**config.mk**
```make
export PLATFORM = sky130hd
export DESIGN_NAME = sprite_x_store
export DESIGN_NICKNAME = d
export VERILOG_FILES = /design/src/rtl/sprite_x_store.sv
export SDC_FILE = /design/constraint.sdc
export NUM_CORES = 1
export LEC_CHECK = 0
export ABC_AREA = 1
export CORE_MARGIN = 4
export CORE_UTILIZATION = 48
export CTS_BUF_LIST = sky130_fd_sc_hd__clkbuf_4 sky130_fd_sc_hd__clkbuf_8
export DETAILED_ROUTE_END_ITERATION = 12
export PLACE_DENSITY_LB_ADDON = 0.12
export SYNTH_ARGS = -nofsm -noshare
export SYNTH_HDL_FRONTEND = slang
export SYNTH_SLANG_ARGS = --single-unit
```
**constraint.sdc**
```tcl
create_clock -name clk -period 3.6 [get_ports clk]
set_input_delay 0.72 -clock clk [delete_from_list [all_inputs] [get_ports clk]]
set_output_delay 0.72 -clock clk [all_outputs]
set_load 0.005 [all_outputs]
```
**src/rtl/sprite_x_store.sv**
```systemverilog
// -----------------------------------------------------------------------------
// sprite_x_store
//
// Sprite slot store for the PPU line pipeline. During OAM scan, scanned sprite
// entries (X, OAM index, line offset) fill slots in arrival order. During pixel
// transfer, every valid slot is compared against the current pixel X. The
// lowest-numbered hit is latched and presented to the fetcher. It is held
// until fetch_done, and then that slot is retired. This way, sprites that
// share an X are served one at a time in slot order.
//
// Ports:
//   clk, nreset              clock (rising edge), asynchronous active-low reset
//   line_start               clears slots, count, overflow and any held match
//   scan_valid/x/id/line     write strobe and payload of one scanned sprite
//   pix_en, pix_x            matching enable and current pixel X
//   fetch_done               fetcher consumed the presented match
//   count, full, overflow    slots written this line, store full, sticky overflow
//   match_valid/slot/id/line presented match
// -----------------------------------------------------------------------------
module sprite_x_store #(
   parameter int SLOTS = 10,
   parameter int XW    = 8,
   parameter int IDW   = 6,
   parameter int LW    = 4,
   parameter int SW    = 4
) (
   input  logic           clk,
   input  logic           nreset,
   input  logic           line_start,
   input  logic           scan_valid,
   input  logic [XW-1:0]  scan_x,
   input  logic [IDW-1:0] scan_id,
   input  logic [LW-1:0]  scan_line,
   input  logic           pix_en,
   input  logic [XW-1:0]  pix_x,
   input  logic           fetch_done,
   output logic [SW-1:0]  count,
   output logic           full,
   output logic           overflow,
   output logic           match_valid,
   output logic [SW-1:0]  match_slot,
   output logic [IDW-1:0] match_id,
   output logic [LW-1:0]  match_line
);

   localparam logic [0:0]    ST_IDLE = 1'b0;
   localparam logic [0:0]    ST_HOLD = 1'b1;
   localparam logic [SW-1:0] SLOTS_C = SW'(SLOTS);

   // Control state (reset)
   logic [SLOTS-1:0] valid_q, valid_d;
   logic [SW-1:0]    count_q, count_d;
   logic             overflow_q, overflow_d;
   logic [0:0]       state_q, state_d;
   logic [SW-1:0]    match_slot_q, match_slot_d;
   logic [IDW-1:0]   match_id_q, match_id_d;
   logic [LW-1:0]    match_line_q, match_line_d;

   // Slot payload (no reset; qualified by valid_q)
   logic [XW-1:0]    slot_x_q[SLOTS], slot_x_d[SLOTS];
   logic [IDW-1:0]   slot_id_q[SLOTS], slot_id_d[SLOTS];
   logic [LW-1:0]    slot_line_q[SLOTS], slot_line_d[SLOTS];

   // Priority-encoded compare result
   logic             hit_any;
   logic [SW-1:0]    win_slot;
   logic [IDW-1:0]   win_id;
   logic [LW-1:0]    win_line;

   assign full = (count_q == SLOTS_C);

   // Compare uses registered valid bits only, so a slot written on this edge
   // cannot match until the following cycle. The scan runs from the top slot
   // down, so the lowest hit is the one that sticks.
   always_comb begin
      hit_any  = 1'b0;
      win_slot = '0;
      win_id   = '0;
      win_line = '0;
      for (int i = SLOTS - 1; i >= 0; i--) begin
         if (valid_q[i] && pix_en && (slot_x_q[i] == pix_x)) begin
            hit_any  = 1'b1;
            win_slot = SW'(i);
            win_id   = slot_id_q[i];
            win_line = slot_line_q[i];
         end
      end
   end

   always_comb begin
      valid_d      = valid_q;
      count_d      = count_q;
      overflow_d   = overflow_q;
      state_d      = state_q;
      match_slot_d = match_slot_q;
      match_id_d   = match_id_q;
      match_line_d = match_line_q;
      slot_x_d     = slot_x_q;
      slot_id_d    = slot_id_q;
      slot_line_d  = slot_line_q;

      if (line_start) begin
         valid_d    = '0;
         count_d    = '0;
         overflow_d = 1'b0;
         state_d    = ST_IDLE;
      end else begin
         if (state_q == ST_HOLD) begin
            // Outputs stay frozen until the fetcher acknowledges; then the
            // presented slot is retired so the next equal-X slot can win.
            if (fetch_done) begin
               for (int i = 0; i < SLOTS; i++) begin
                  if (SW'(i) == match_slot_q) valid_d[i] = 1'b0;
               end
               state_d = ST_IDLE;
            end
         end else if (hit_any) begin
            state_d      = ST_HOLD;
            match_slot_d = win_slot;
            match_id_d   = win_id;
            match_line_d = win_line;
         end

         // The write slot is always >= count_q, so it never collides with
         // the retired slot, which is always < count_q.
         if (scan_valid) begin
            if (full) begin
               overflow_d = 1'b1;
            end else begin
               for (int i = 0; i < SLOTS; i++) begin
                  if (SW'(i) == count_q) begin
                     valid_d[i]     = 1'b1;
                     slot_x_d[i]    = scan_x;
                     slot_id_d[i]   = scan_id;
                     slot_line_d[i] = scan_line;
                  end
               end
               count_d = count_q + SW'(1);
            end
         end
      end
   end

   always_ff @(posedge clk or negedge nreset) begin
      if (!nreset) begin
         valid_q      <= '0;
         count_q      <= '0;
         overflow_q   <= 1'b0;
         state_q      <= ST_IDLE;
         match_slot_q <= '0;
         match_id_q   <= '0;
         match_line_q <= '0;
      end else begin
         valid_q      <= valid_d;
         count_q      <= count_d;
         overflow_q   <= overflow_d;
         state_q      <= state_d;
         match_slot_q <= match_slot_d;
         match_id_q   <= match_id_d;
         match_line_q <= match_line_d;
      end
   end

   always_ff @(posedge clk) begin
      slot_x_q    <= slot_x_d;
      slot_id_q   <= slot_id_d;
      slot_line_q <= slot_line_d;
   end

   assign count       = count_q;
   assign overflow    = overflow_q;
   assign match_valid = (state_q == ST_HOLD);
   assign match_slot  = match_slot_q;
   assign match_id    = match_id_q;
   assign match_line  = match_line_q;

endmodule
```
==> run metrics <==
status complete, no violations; area delta synth->final 18.3%; FF-to-FF setup slack about 1.3 ns; vias in the first global route 6314; root buf cell clkbuf_8; hold_buf cts 0; syn_area_per_cell 10.7 µm²; dpl hpwl roughly 15000 µm; worst hold margin 0.524 ns; Avg WL per Cell approximately 18 µm; Clock Latency Late Sink 0.53 ns; drt drc 0; Most used DFF post-synth edfxtp_1; Tcrit/Tclk final 80.0%; vias per inst 5.15; Top Ports 53; Clock Pin Slew Worst Setup and Hold Paths 0.06 ns; die height between 100 and 150 µm; TritonCTS Buffers 37; H-tree level count 2; gpl congestion just over 0.9; MaxCap Viol Count 0; Critical Path, Cell by Cell clkdlybuf4s50_1, inv_2, buf_4, nand2_1, nand2_1, nor2_1, nand3_1, nor2_1, and2_1, nand2_1, nand2_1, nand2_1, nand2_1, nand2_1, nand2_1, nand2_1, nand2_1, nand2_1, nand2_1; Post-Syn Instances 879; via count 6506; Die X 148 µm; area share of the largest cell type after synthesis between 50% and 60%; EDFF count, synth 180; CP Launch Type input pin; hold depth 2; CTS Sinks between 200 and 250; Die ar. 21900 µm²; starting density of the core between 40 and 50%; Post-Syn Area between 9000 and 10000 µm²; final setup TNS 0 ns; Pwr Density 457 nW/µm²; initial antenna violation count 0; max incr delay on CP between 0.7 and 0.8 ns; I/O Buffers 52; Synthesis Warnings 0; drt first pass iters 5; register area share after synthesis between 60% and 70%; WL final ~23000 µm; worst-path maximum fanout 10; Layout fillers 1655; FP Rows 50; Max Slew Vio Count 0; fmax 347 MHz; max_slew headroom a little over three fifths; share of post-route cells with drive strength above 1 roughly 16%; Max IR drop VDD roughly 0.32 mV; grt ovf 0; commonest cells in the netlist nand2_1 (215), edfxtp_1 (180), nor2_1 (97), inv_1 (72), a21oi_1 (41); Max Buffers Root-to-Sink 3; slowest CP cell clkdlybuf4s50_1; Antenna Cells 0; Most Frequent Cell on Critical Path nand2_1; Final setup viols 0; Worst-Margin Slew 0.557 ns; Area contributors post-synth edfxtp_1 (57%), nand2_1 (8.6%), dfrtp_1 (8.0%); RSZ-0062 raised after global routing false; Clock Skew 0.0185 ns; Register-to-Register Path Depth 10; number of setup buffers added after CTS 0; min cycle time layout 2.88 ns; Core ar. 19000 µm²; Sequential cell area 6160 µm²; Resized cells post-CTS 0; Syn Nets 915; worst path required time 4.05 ns; dominant cell type by area after synthesis edfxtp_1; synthesized flop and latch total 210; Cell variety after synth 45; Hold Path Class register to register; ANT nets after route 0; Worst setup EP type register; GRT Util Overall 21.5%; CTS tree done; fraction of registers with async set/reset 14.3%; Worst Path Class, Setup input pin to register; largest net degree at the start of global routing 31; fin nets ~1000; Leak Pwr 0.00447 µW; Fin. Hold Viols 0; DRT iter0 DRCs 473; Multi-input gate area 2790 µm²; Critical Path AT 3.33 ns; top-count cell post-synth nand2_1; global-route wire length before repair 36300 µm
-- cells in the final DEF, fill, tap and decap left out, types with 6 or more instances in the layout --
cell,Yosys,routed
nand2_1,215,215
edfxtp_1,180,180
nor2_1,97,92
inv_1,72,72
clkdlybuf4s50_1,0,52
a21oi_1,41,41
nand3_1,40,40
clkbuf_8,0,40
buf_4,6,40
dfrtp_1,30,30
o21ai_0,24,24
xor2_1,22,22
nor3_1,24,19
a31o_2,11,11
xnor2_1,11,11
clkbuf_4,0,11
clkinv_1,2,10
nand2_2,10,10
o21ai_2,9,9
nand4_1,8,8
nor2_2,2,7
o22ai_1,7,7
nor3_2,1,6
-- critical path, delay by kind of cell --
kind | cells | cell delay (ns)
buffers and inverters | 3 | 0.96
AND/OR/NAND/NOR | 16 | 1.66
-- state kept, by name, indices dropped and copies added, names as in the netlist --
| signal | flops |
|---|---|
| slot_x_q | 80 |
| slot_id_q | 60 |
| match_line | 4 |
| slot_line_q | 40 |
| count | 4 |
| match_valid | 1 |
| match_id | 6 |
| match_slot | 4 |
| valid_q | 10 |
| overflow | 1 |
-- per-stage QoR --
step / power [µW] / area (µm²) / utilization, % / cells / worst slack (ns)
2_1_floorplan: 2860 / 9410 / - / 879 / 0.664
3_3_place_gp: 2990 / 10400 / 54.7 / 1198 / 0.264
3_5_place_dp: 2990 / 10400 / 54.7 / 1198 / 0.256
4_1_cts: 5140 / 11100 / 58.5 / 1264 / 0.738
5_1_grt: 5310 / 11100 / 58.5 / 1264 / 0.436
6_report: 5090 / 11100 / 58.5 / 1264 / 0.721
-- final timing paths --
kind	start	endpoint
setup / recovery	pix_x[0]	match_id[3]
hold / removal	overflow	overflow
setup reg to reg	count[0]	slot_line_q[6]
hold reg to reg	overflow	overflow
max in group asynchronous	nreset	match_id[3]
min in group asynchronous	nreset	valid_q[4]
-- metal layers --
metal	global-route usage [%]	routed length [µm]	up-vias
met5	0	0	-
met4	5.40	309	0
met1	32.5	11000	3069
met2	31.4	9870	230
met3	5.27	1770	33
li1	-	-	3174
-- layout make-up --
class	instances	area share [%]
clock buffer	51	5.69
clock inverter	15	0.832
inverter	79	2.66
multi-input combinational	556	25.0
sequential	210	55.3
tap	260	2.92
timing repair buffer	93	7.55
-- cells by family (layout without fill, tap and decap cells) --
family | Yosys count | after routing | share of synthesized area, %
compound gates | 101 | 101 | 6.42
xor+xnor | 33 | 33 | 3.07
buf+inv | 113 | 238 | 5.36
flops | 210 | 210 | 65.4
simple gates | 418 | 418 | 19.2
fa+ha+maj | 4 | 4 | 0.532
-- power by group --
group / switching, µW / internal, µW
clock: 936 / 1210
combinational: 157 / 89.5
sequential: 16.2 / 2680
Power figures use the tool's default switching activity.
==> variant: new RTL, same settings <==
Register the output `count` once more; this adds one clock of latency there. The other outputs are not delayed to match.
--- a/src/rtl/sprite_x_store.sv
+++ b/src/rtl/sprite_x_store.sv
@@ -169,3 +169,5 @@
 
-   assign count       = count_q;
+   always_ff @(posedge clk) begin
+      count <= count_q;
+   end
    assign overflow    = overflow_q;
Function: changed (a bounded check fails within 4 cycles, from zero or initial values and one cycle with nreset low).
==> variant against the original RTL <==
Sequential power up 2%; design area up 0.34%; total power up 0.81%; area after synthesis up 0.85%; setup slack worse by 0.011 ns; sequential cell count up 4; core utilization down 1.1 points; wire length down 2.6%; clock skew up 0.0059 ns; via count down 0.91%; critical path type unchanged; critical endpoint is now match_slot[1]$_DFFE_PN0P_; highest routed layer unchanged.
==> variant: results (changes against the original RTL) <==
| Metric | Value |
|---|---|
| Drt wl/cell | `17.6 microns (-2.7%)` |
| Clk buf depth | `3 (unchanged)` |
| Top post-synthesis cells by area | `edfxtp_1, nand2_1, dfrtp_1, nor2_1, inv_1` |
| CTS H-tree depth | `2 (unchanged)` |
| Hold_sp | `count_q[3]$_DFFE_PN0P_` |
| Worst Hold Path EP | `count[3]$_DFF_P_` |
| Gp weighted congestion | `0.813 (-13%)` |
| Critical R2R Capture | `slot_id_q[34]$_DFFE_PP_` |
| Port bufs | `52 (unchanged)` |
| Critical path data arrival time | `3.32 ns (about the same)` |
| Vias in the first global route | `6184 (-2.1%)` |
| Worst hold path depth | `0 (-2)` |
| Post-cts sizing count | `0 (unchanged)` |
| Via count | `6447 (-0.91%)` |
| Leakage | `4.46 nW (-0.21%)` |
| CTS root buffer | `clkbuf_8` |
| Yosys warning count | `0 (unchanged)` |
| Largest net degree at the start of global routing | `31 (unchanged)` |
| Regs by FF count | `slot_x_q (80), slot_id_q (60), slot_line_q (40)` |
| Reg2Reg Depth | `10 (unchanged)` |
| Yosys cell types | `46 (+2.2%)` |
| Antenna diodes | `0 (unchanged)` |
| Worst hold margin | `0.430 ns (-0.0937 ns)` |
| Post-CTS setup buffers | `0 (unchanged)` |
| Initial antenna violation count | `0 (unchanged)` |
| Setup crit start | `pix_x[6]` |
| Layout cell share with drive strength beyond 1 | `14.9% (-0.74 points)` |
| Async S/R FF share, synth | `14.0% (-0.27 points)` |
| Filler instances | `1660 (+0.30%)` |
| Drt pass-1 iters | `5 (unchanged)` |
| Worst-path fanout max | `23 (+13)` |
| Maximum VDD drop | `0.000286 V (-10%)` |
| Gr usage total | `20.5% (-0.97 points)` |
| Clock Skew | `0.0244 ns (+0.00587 ns)` |
| Outcome | `finished clean` |
| 1st-iter DRT viols | `464 (-1.9%)` |
| Worst reg-to-reg setup slack | `1.29 ns` |
| Post-synthesis sequential area ratio | `65.7% (+0.29 points)` |
| Via/cell ratio | `5.10 (-0.99%)` |
| Placed insts | `1198 (unchanged)` |
| Hold Crit Class | `reg2reg` |
| Least-Margin Pin Slew | `0.562 ns (+0.00561 ns)` |
| Post-synth top cells | `nand2_1, edfxtp_1, nor2_1, inv_1, a21oi_1` |
| Nets@finish | `1008 (-0.49%)` |
| Crit path to | `match_slot[1]$_DFFE_PN0P_` |
| Num CTS Buffers | `37 (unchanged)` |
| Fin crit share | `80.3% (+0.30 points)` |
| DP HPWL | `15000 microns (-1.0%)` |
| Number of flops mapped to enable cells by yosys | `180 (unchanged)` |
| Clock slew at reported path FFs | `0.06 ns (about the same)` |
| Dpl ws | `0.196 ns (-0.0604 ns)` |
| First-pass GRT wire length | `34900 microns (-3.8%)` |
| Worst skew pair latency | `0.52 ns` |
| Mean Syn Cell Area | `10.7 sq um (+0.39%)` |
| Reg2Reg Launch Point | `count_q[0]$_DFFE_PN0P_` |
| Syn Nets | `919 (+0.44%)` |
[variant: layer usage]
metal	GRT usage, %	vias to the layer above	part of all wire, %
met5	0	-	0
li1	-	3165	-
met2	31.0	210	44
met4	5.17	0	1.6
met1	30.7	3038	47
met3	4.30	34	7.3
[variant: layout make-up]
cell class,count,share of cell area (%)
sequential,214,55.8
tap,265,2.97
clock buffer,54,5.93
clock inverter,13,0.515
timing repair buffer,84,7.15
inverter,79,2.66
multi-input combinational,556,24.9
[variant: through the flow]
| step | cell area (sq um) | util, % |
|---|---|---|
| 3_3_place_gp | 10400 | 53.7 |
| 3_5_place_dp | 10400 | 53.7 |
| 6_report | 11200 | 57.4 |
| 2_1_floorplan | 9490 | - |
| 5_1_grt | 11200 | 57.4 |
| 4_1_cts | 11200 | 57.4 |
[variant: power breakdown]
part / switching, mW / leakage [nW] / internal [mW]
clock: 0.960 / 0.383 / 1.18
combinational: 0.159 / 2.02 / 0.0870
sequential: 0.0162 / 2.06 / 2.72
[variant: critical path, stage by stage]
cell and delay, ns:
clkdlybuf4s50_1 0.77, inv_2 0.18, a21oi_1 0.17, nand4_1 0.31
o21ai_1 0.41, nor2_2 0.10, nand3b_4 0.11, nand2_4 0.20
inv_1 0.19, nand3b_1 0.09, o21ai_0 0.07
[variant: cell families after synthesis]
logic type	synth area share (%)
adders and majority gates	0.527
and+or+nand+nor	19.0
xor gates and xnor gates	3.05
buffers and inverters	5.31
AOI/OAI and AO/OA	6.37
DFF	65.7
